--- src/rtl/mc_ctrl_pkg.sv ---
// mc_ctrl_pkg: shared ALU op, opcode/funct, state and mux-select encodings
package mc_ctrl_pkg;
  localparam logic [2:0] ALU_ADD = 3'd0;
  localparam logic [2:0] ALU_SUB = 3'd1;
  localparam logic [2:0] ALU_AND = 3'd2;
  localparam logic [2:0] ALU_OR  = 3'd3;
  localparam logic [2:0] ALU_SLT = 3'd4;
  localparam logic [2:0] ALU_LUI = 3'd5;
  localparam logic [2:0] ALU_EQB = 3'd6;
  localparam logic [5:0] OP_RTYPE = 6'b000000;
  localparam logic [5:0] OP_ORI   = 6'b001101;
  localparam logic [5:0] OP_ADDIU = 6'b001001;
  localparam logic [5:0] OP_LUI   = 6'b001111;
  localparam logic [5:0] OP_LW    = 6'b100011;
  localparam logic [5:0] OP_SW    = 6'b101011;
  localparam logic [5:0] OP_BEQ   = 6'b000100;
  localparam logic [5:0] OP_J     = 6'b000010;
  localparam logic [5:0] OP_JAL   = 6'b000011;
  localparam logic [5:0] FN_ADDU = 6'b100001;
  localparam logic [5:0] FN_SUBU = 6'b100011;
  localparam logic [5:0] FN_AND  = 6'b100100;
  localparam logic [5:0] FN_OR   = 6'b100101;
  localparam logic [5:0] FN_SLT  = 6'b101010;
  localparam logic [1:0] RD_RT = 2'd0;
  localparam logic [1:0] RD_RD = 2'd1;
  localparam logic [1:0] RD_RA = 2'd2;
  localparam logic [1:0] WD_ALUOUT = 2'd0;
  localparam logic [1:0] WD_MDR    = 2'd1;
  localparam logic [1:0] WD_PC     = 2'd2;
  localparam logic [1:0] SRCB_RT     = 2'd0;
  localparam logic [1:0] SRCB_FOUR   = 2'd1;
  localparam logic [1:0] SRCB_IMM    = 2'd2;
  localparam logic [1:0] SRCB_IMM_SH = 2'd3;
  localparam logic [1:0] NPC_ALU    = 2'd0;
  localparam logic [1:0] NPC_ALUOUT = 2'd1;
  localparam logic [1:0] NPC_JUMP   = 2'd2;
  typedef enum logic [3:0] {
    FETCH   = 4'd0,
    DECODE  = 4'd1,
    EXE_R   = 4'd2,
    EXE_I   = 4'd3,
    ALU_WB  = 4'd4,
    MEM_ADR = 4'd5,
    MEM_RD  = 4'd6,
    MEM_WB  = 4'd7,
    MEM_WR  = 4'd8,
    BRANCH  = 4'd9,
    JUMP    = 4'd10,
    JAL_WB  = 4'd11
  } state_t;
endpackage

--- src/rtl/mc_ctrl_alu_dec.sv ---
// mc_alu_dec: funct/opcode to aluop, extend mode and legality (jal legal only with MC_CTRL_JAL_EN)
module mc_alu_dec
  import mc_ctrl_pkg::*;
(
  input  logic [5:0] opcode,
  input  logic [5:0] funct,
  output logic [2:0] r_aluop,
  output logic       r_ill,
  output logic [2:0] i_aluop,
  output logic       i_ext,
  output logic       op_ill
);
  // R-type funct and I-type opcode decode, plus unsupported-opcode detection
  always_comb begin
    r_aluop = funct == FN_SUBU ? ALU_SUB :
              funct == FN_AND  ? ALU_AND :
              funct == FN_OR   ? ALU_OR  :
              funct == FN_SLT  ? ALU_SLT : ALU_ADD;
    r_ill   = !(funct inside {FN_ADDU, FN_SUBU, FN_AND, FN_OR, FN_SLT});
    i_aluop = opcode == OP_ORI ? ALU_OR : opcode == OP_LUI ? ALU_LUI : ALU_ADD;
    i_ext   = opcode == OP_ADDIU;
`ifdef MC_CTRL_JAL_EN
    op_ill  = !(opcode inside {OP_RTYPE, OP_ORI, OP_ADDIU, OP_LUI, OP_LW, OP_SW, OP_BEQ, OP_J, OP_JAL});
`else
    op_ill  = !(opcode inside {OP_RTYPE, OP_ORI, OP_ADDIU, OP_LUI, OP_LW, OP_SW, OP_BEQ, OP_J});
`endif
  end
endmodule

--- src/rtl/mc_ctrl.sv ---
// mc_ctrl: multi-cycle MIPS-subset control FSM; MC_CTRL_JAL_EN adds the JAL_WB state
module mc_ctrl
  import mc_ctrl_pkg::*;
(
  input  logic       clock,
  input  logic       reset,
  input  logic [5:0] opcode,
  input  logic [5:0] funct,
  input  logic       zero,
  output logic       pc_wr,
  output logic       ir_wr,
  output logic       mem_wr,
  output logic       rf_wr,
  output logic [1:0] reg_dst,
  output logic [1:0] wd_sel,
  output logic       alu_srca,
  output logic [1:0] alu_srcb,
  output logic       ext_op,
  output logic [1:0] npc_sel,
  output logic [2:0] aluop,
  output logic       illegal,
  output logic [3:0] state
);
  state_t     state_q, state_d;
  logic       rd_q, rd_d;
  logic [2:0] r_aluop, i_aluop;
  logic       r_ill, i_ext, op_ill;
  mc_alu_dec u_dec (
    .opcode (opcode),
    .funct  (funct),
    .r_aluop(r_aluop),
    .r_ill  (r_ill),
    .i_aluop(i_aluop),
    .i_ext  (i_ext),
    .op_ill (op_ill)
  );
  // state register and the rd/rt choice remembered from the execute class
  always_ff @(posedge clock) begin
    if (reset) begin
      state_q <= FETCH;
      rd_q    <= 1'b0;
    end else begin
      state_q <= state_d;
      rd_q    <= rd_d;
    end
  end
  assign state = reset ? 4'd0 : state_q;
  // next state and per-state outputs; everything stays 0 while reset is high
  always_comb begin
    state_d  = state_q;
    rd_d     = rd_q;
    pc_wr    = 1'b0;
    ir_wr    = 1'b0;
    mem_wr   = 1'b0;
    rf_wr    = 1'b0;
    reg_dst  = RD_RT;
    wd_sel   = WD_ALUOUT;
    alu_srca = 1'b0;
    alu_srcb = SRCB_RT;
    ext_op   = 1'b0;
    npc_sel  = NPC_ALU;
    aluop    = ALU_ADD;
    illegal  = 1'b0;
    if (!reset) begin
      case (state_q)
        FETCH: begin
          ir_wr    = 1'b1;
          pc_wr    = 1'b1;
          alu_srcb = SRCB_FOUR;
          state_d  = DECODE;
        end
        DECODE: begin
          alu_srcb = SRCB_IMM_SH;
          ext_op   = 1'b1;
          illegal  = op_ill;
          state_d  = op_ill ? FETCH :
                     opcode == OP_RTYPE ? EXE_R :
                     opcode inside {OP_ORI, OP_ADDIU, OP_LUI} ? EXE_I :
                     opcode inside {OP_LW, OP_SW} ? MEM_ADR :
                     opcode == OP_BEQ ? BRANCH :
`ifdef MC_CTRL_JAL_EN
                     opcode == OP_JAL ? JAL_WB :
`endif
                     JUMP;
        end
        EXE_R: begin
          alu_srca = 1'b1;
          aluop    = r_aluop;
          illegal  = r_ill;
          rd_d     = 1'b1;
          state_d  = r_ill ? FETCH : ALU_WB;
        end
        EXE_I: begin
          alu_srca = 1'b1;
          alu_srcb = SRCB_IMM;
          ext_op   = i_ext;
          aluop    = i_aluop;
          rd_d     = 1'b0;
          state_d  = ALU_WB;
        end
        ALU_WB: begin
          rf_wr   = 1'b1;
          reg_dst = rd_q ? RD_RD : RD_RT;
          state_d = FETCH;
        end
        MEM_ADR: begin
          alu_srca = 1'b1;
          alu_srcb = SRCB_IMM;
          ext_op   = 1'b1;
          state_d  = opcode == OP_SW ? MEM_WR : MEM_RD;
        end
        MEM_RD: state_d = MEM_WB;
        MEM_WB: begin
          rf_wr   = 1'b1;
          wd_sel  = WD_MDR;
          state_d = FETCH;
        end
        MEM_WR: begin
          mem_wr  = 1'b1;
          state_d = FETCH;
        end
        BRANCH: begin
          alu_srca = 1'b1;
          aluop    = ALU_SUB;
          npc_sel  = NPC_ALUOUT;
          pc_wr    = zero;
          state_d  = FETCH;
        end
        JUMP: begin
          pc_wr   = 1'b1;
          npc_sel = NPC_JUMP;
          state_d = FETCH;
        end
`ifdef MC_CTRL_JAL_EN
        JAL_WB: begin
          rf_wr   = 1'b1;
          reg_dst = RD_RA;
          wd_sel  = WD_PC;
          pc_wr   = 1'b1;
          npc_sel = NPC_JUMP;
          state_d = FETCH;
        end
`endif
        default: state_d = FETCH;
      endcase
    end
  end
endmodule

--- config.mk ---
export PLATFORM = sky130hd
export DESIGN_NAME = mc_ctrl
export DESIGN_NICKNAME = d
export VERILOG_FILES = /design/src/rtl/mc_ctrl_pkg.sv /design/src/rtl/mc_ctrl_alu_dec.sv /design/src/rtl/mc_ctrl.sv
export SDC_FILE = /design/constraint.sdc
export NUM_CORES = 1
export LEC_CHECK = 0
export CAP_MARGIN = 25
export CORE_MARGIN = 4
export CORE_UTILIZATION = 44
export CTS_BUF_LIST = sky130_fd_sc_hd__clkbuf_8
export CTS_CLUSTER_SIZE = 8
export DETAILED_ROUTE_END_ITERATION = 12
export GPL_TIMING_DRIVEN = 0
export PLACE_DENSITY = 0.95
export SYNTH_ARGS = -nofsm -noshare
export SYNTH_HDL_FRONTEND = slang
export SYNTH_SLANG_ARGS = --single-unit
--- constraint.sdc ---
create_clock -name clock -period 3 [get_ports clock]
set_input_delay 0.3 -clock clock [delete_from_list [all_inputs] [get_ports clock]]
set_output_delay 0.3 -clock clock [all_outputs]
set_load 0.02 [all_outputs]
==> results of run 1 <==
## stage by stage
step                hold slack (ns)  power, mW   util  area, µm²
floorplan                     0.379      0.133      -        724
CTS                           0.502      0.304  0.735       1120
detailed placement            0.504      0.181  0.705       1070
finish                        0.503      0.305  0.735       1120
global placement              0.492      0.179  0.705       1070
global route                  0.542      0.322  0.735       1120
## cells in the mapped netlist, drive strengths merged, types with 2 or more instances
master	count
nand2	10
xor2	3
buf	3
nand3	7
o21ai	4
nand2b	3
nor2	20
and2b	2
clkbuf	5
inv	5
nor4	4
dfxtp	5
nor2b	4
and4	2
or2	2
nor3	7
a21oi	15
a22oi	2
## kinds of logic after synthesis
kind of cell / count (synthesis) / synth area share
xor+xnor: 4 / 0.0486
other cells: 1 / 0.00520
simple gates: 68 / 0.497
buf+inv: 13 / 0.0833
flops: 5 / 0.139
compound gates: 27 / 0.227
## flip-flops by register name (all words and copies together), names as in the netlist
register	count
rd_q	1
state_q	4
## layer usage
layer / vias up / GRT usage
met3: 5 / 0.0368
met1: 465 / 0.277
met5: - / 0
met4: 0 / 0.0538
met2: 34 / 0.389
li1: 493 / -
## how the worst min path moves through the flow
stage	from	endpoint	slack, ns
6_report	opcode[1]	state_q[0]	0.50
2_1_floorplan	reset	state_q[3]	0.38
3_3_place_gp	rd_q	rd_q	0.49
3_5_place_dp	rd_q	rd_q	0.50
5_1_grt	rd_q	rd_q	0.54
4_1_cts	opcode[1]	state_q[0]	0.50
## power groups by stage
stage,logic [mW],clock network (mW),registers (mW)
2_1_floorplan,0.0615,0,0.0711
3_3_place_gp,0.108,0,0.0712
3_5_place_dp,0.110,0,0.0715
4_1_cts,0.112,0.122,0.0706
5_1_grt,0.123,0.129,0.0708
6_report,0.113,0.122,0.0706
## cell type report
class,instances,share of cell area
clock inverters,1,0.00335
flip-flops and latches,5,0.0894
plain buffers,8,0.0369
repair buffers,33,0.295
clock buffers,3,0.0369
well taps,16,0.0179
inverters,5,0.0168
multi-input cells,101,0.504
## worst register-to-register path, delay by kind of cell (launching register included)
family / cells / cell delay, ns
simple gates: 1 / 0.20
buf+inv: 2 / 0.63
compound gates: 3 / 0.38
flops: 1 / 0.35
==> results_dict.tcl, run 1 <==
set metrics [dict create \
    status "completed" \
    num-fill-cells 125 \
    ys_types 35 \
    area_growth_pct 55.4 \
    synth-seq-area-share 0.139 \
    dr.pass1.iters 4 \
    power_density_nw_per_um2 273 \
    cts_setup_buffers 0 \
    clock_latency_ns 0.22 \
    start_util 0.473 \
    yosys_register_bits 5 \
    cts_buffer_depth 2 \
    h-tree-depth 1 \
    place_congestion 0.945 \
    async_flop_share 0 \
    die_h_um 48.5 \
    nets 172 \
    portBuffers 33 \
    vias 997 \
    netlist.area_leader.share 0.139 \
    cts.sinks 5 \
    rows 14 \
    finalWorstSetupSlack_ns 0.250 \
    cts_resized 0 \
    ff2ff_path_depth 6 \
    crit_required_ns 2.70 \
    wl_met2_um 1320 \
    combPwrFrac 0.369 \
    grt_use_total 0.221 \
    cellLeakagePower_nw 0.420 \
    overflow 0 \
    critPathMaxStageDelay_ns 0.64 \
    critPathSlowestCell "clkdlybuf4s50_1" \
    die_area_um2 2350 \
    seq_area_um2 100 \
    path_max_fanout 8 \
    tns_ns 0 \
    worst_setup_path_end_kind "output port" \
    setup_viol_count_final 0 \
    worst-path-stages 7 \
    grt_start_max_net_pins 11 \
    p_int_mw 0.209 \
    maxCapViolations 0 \
    antenna_found_initial 0 \
    cp_top_family "buffers and inverters" \
    critical_path.startpoint "opcode[2]" \
    slew-limit-headroom 0.666 \
    holdBufCountCts 0 \
    finClkSkew_ns 0.00237 \
    final_common_cell "clkdlybuf4s50_1" \
    grt_pass1_vias 977 \
    core_area_um2 1520 \
    ios 37 \
    synth_area_um2 721 \
    fin_crit_sh 0.917 \
    top_layer "met4" \
    path_buf_inv 2 \
    numCtsBuffers 3 \
    hold_viol_final 0 \
    place_hpwl_um 1880 \
    wl_per_cell_um 14.6 \
    cts_tree "done" \
    yosys_warnings 0 \
    critPathArrivalTime_ns 2.45 \
    drc 0 \
    pre_cts_ws_ns 0.352 \
    synthTopCellsByArea "dfxtp_1 14%, a21oi_1 10%, nor2_1 9.9%" \
    synthCells 118 \
    peakVddDrop_mv 0.297 \
    yosysTopAreaCell "dfxtp_1" \
    seq_power_share 0.231 \
    wirelength_um 2510 \
    ff2ff_setup_slack_ns 1.32 \
    cp_common_cell "clkdlybuf4s50_1" \
    met3_length_um 116 \
    antenna_cells 0 \
    ant_nets 0 \
    period_needed_ns 2.75 \
    rsz0062_at_grt "no" \
    min_path_cells 4 \
    ys.flop_type "dfxtp_1" \
    synth_enable_flop_cells 0 \
    fmax_mhz 364 \
    p_sw_mw 0.0965 \
    drt_iter0_drc 14 \
    via_per_inst 5.80 \
    rr_startpoint "state_q[1]" \
    worst_slew_pin_slew_ns 0.502 \
    cp-start-kind "input port" \
    cp-endpoint "illegal" \
    grt_pass1_wl_um 4400 \
    multi_input_area_um2 564 \
    final_cells 172 \
    met1Wirelength_um 1050 \
    hold_path_class "in2reg" \
    netSwitchingFraction 0.316 \
    r2r-end "state_q[2]" \
    final_cell_mix "33 x clkdlybuf4s50_1, 19 x nor2_1, 15 x a21oi_1, 10 x nand2_1" \
    drive_gt1_frac 0.0897 \
    clock_power_share 0.399 \
    cts-root-buf "clkbuf_8" \
    dp.cells 168 \
    drv_slew 0 \
    syn_avg_cell_area_um2 6.11 \
    criticalPathCategory "in2out" \
    crit_chain "clkdlybuf4s50_1 -> nand4b_1 -> nor2_2 -> a221oi_2 -> a22oi_1 -> nor3_1 -> clkdlybuf4s50_1" \
    dieWidth_um 48.5 \
    clk_pin_slew_ns 0.04 \
]
No activity file was read; power rests on OpenSTA's default activity.
==> run 2: changes to the inputs <==
- SKIP_LAST_GASP: unset -> 1
==> results of run 2 <==
Same layout as run 1: the final DEF is identical, and so are final timing and power.
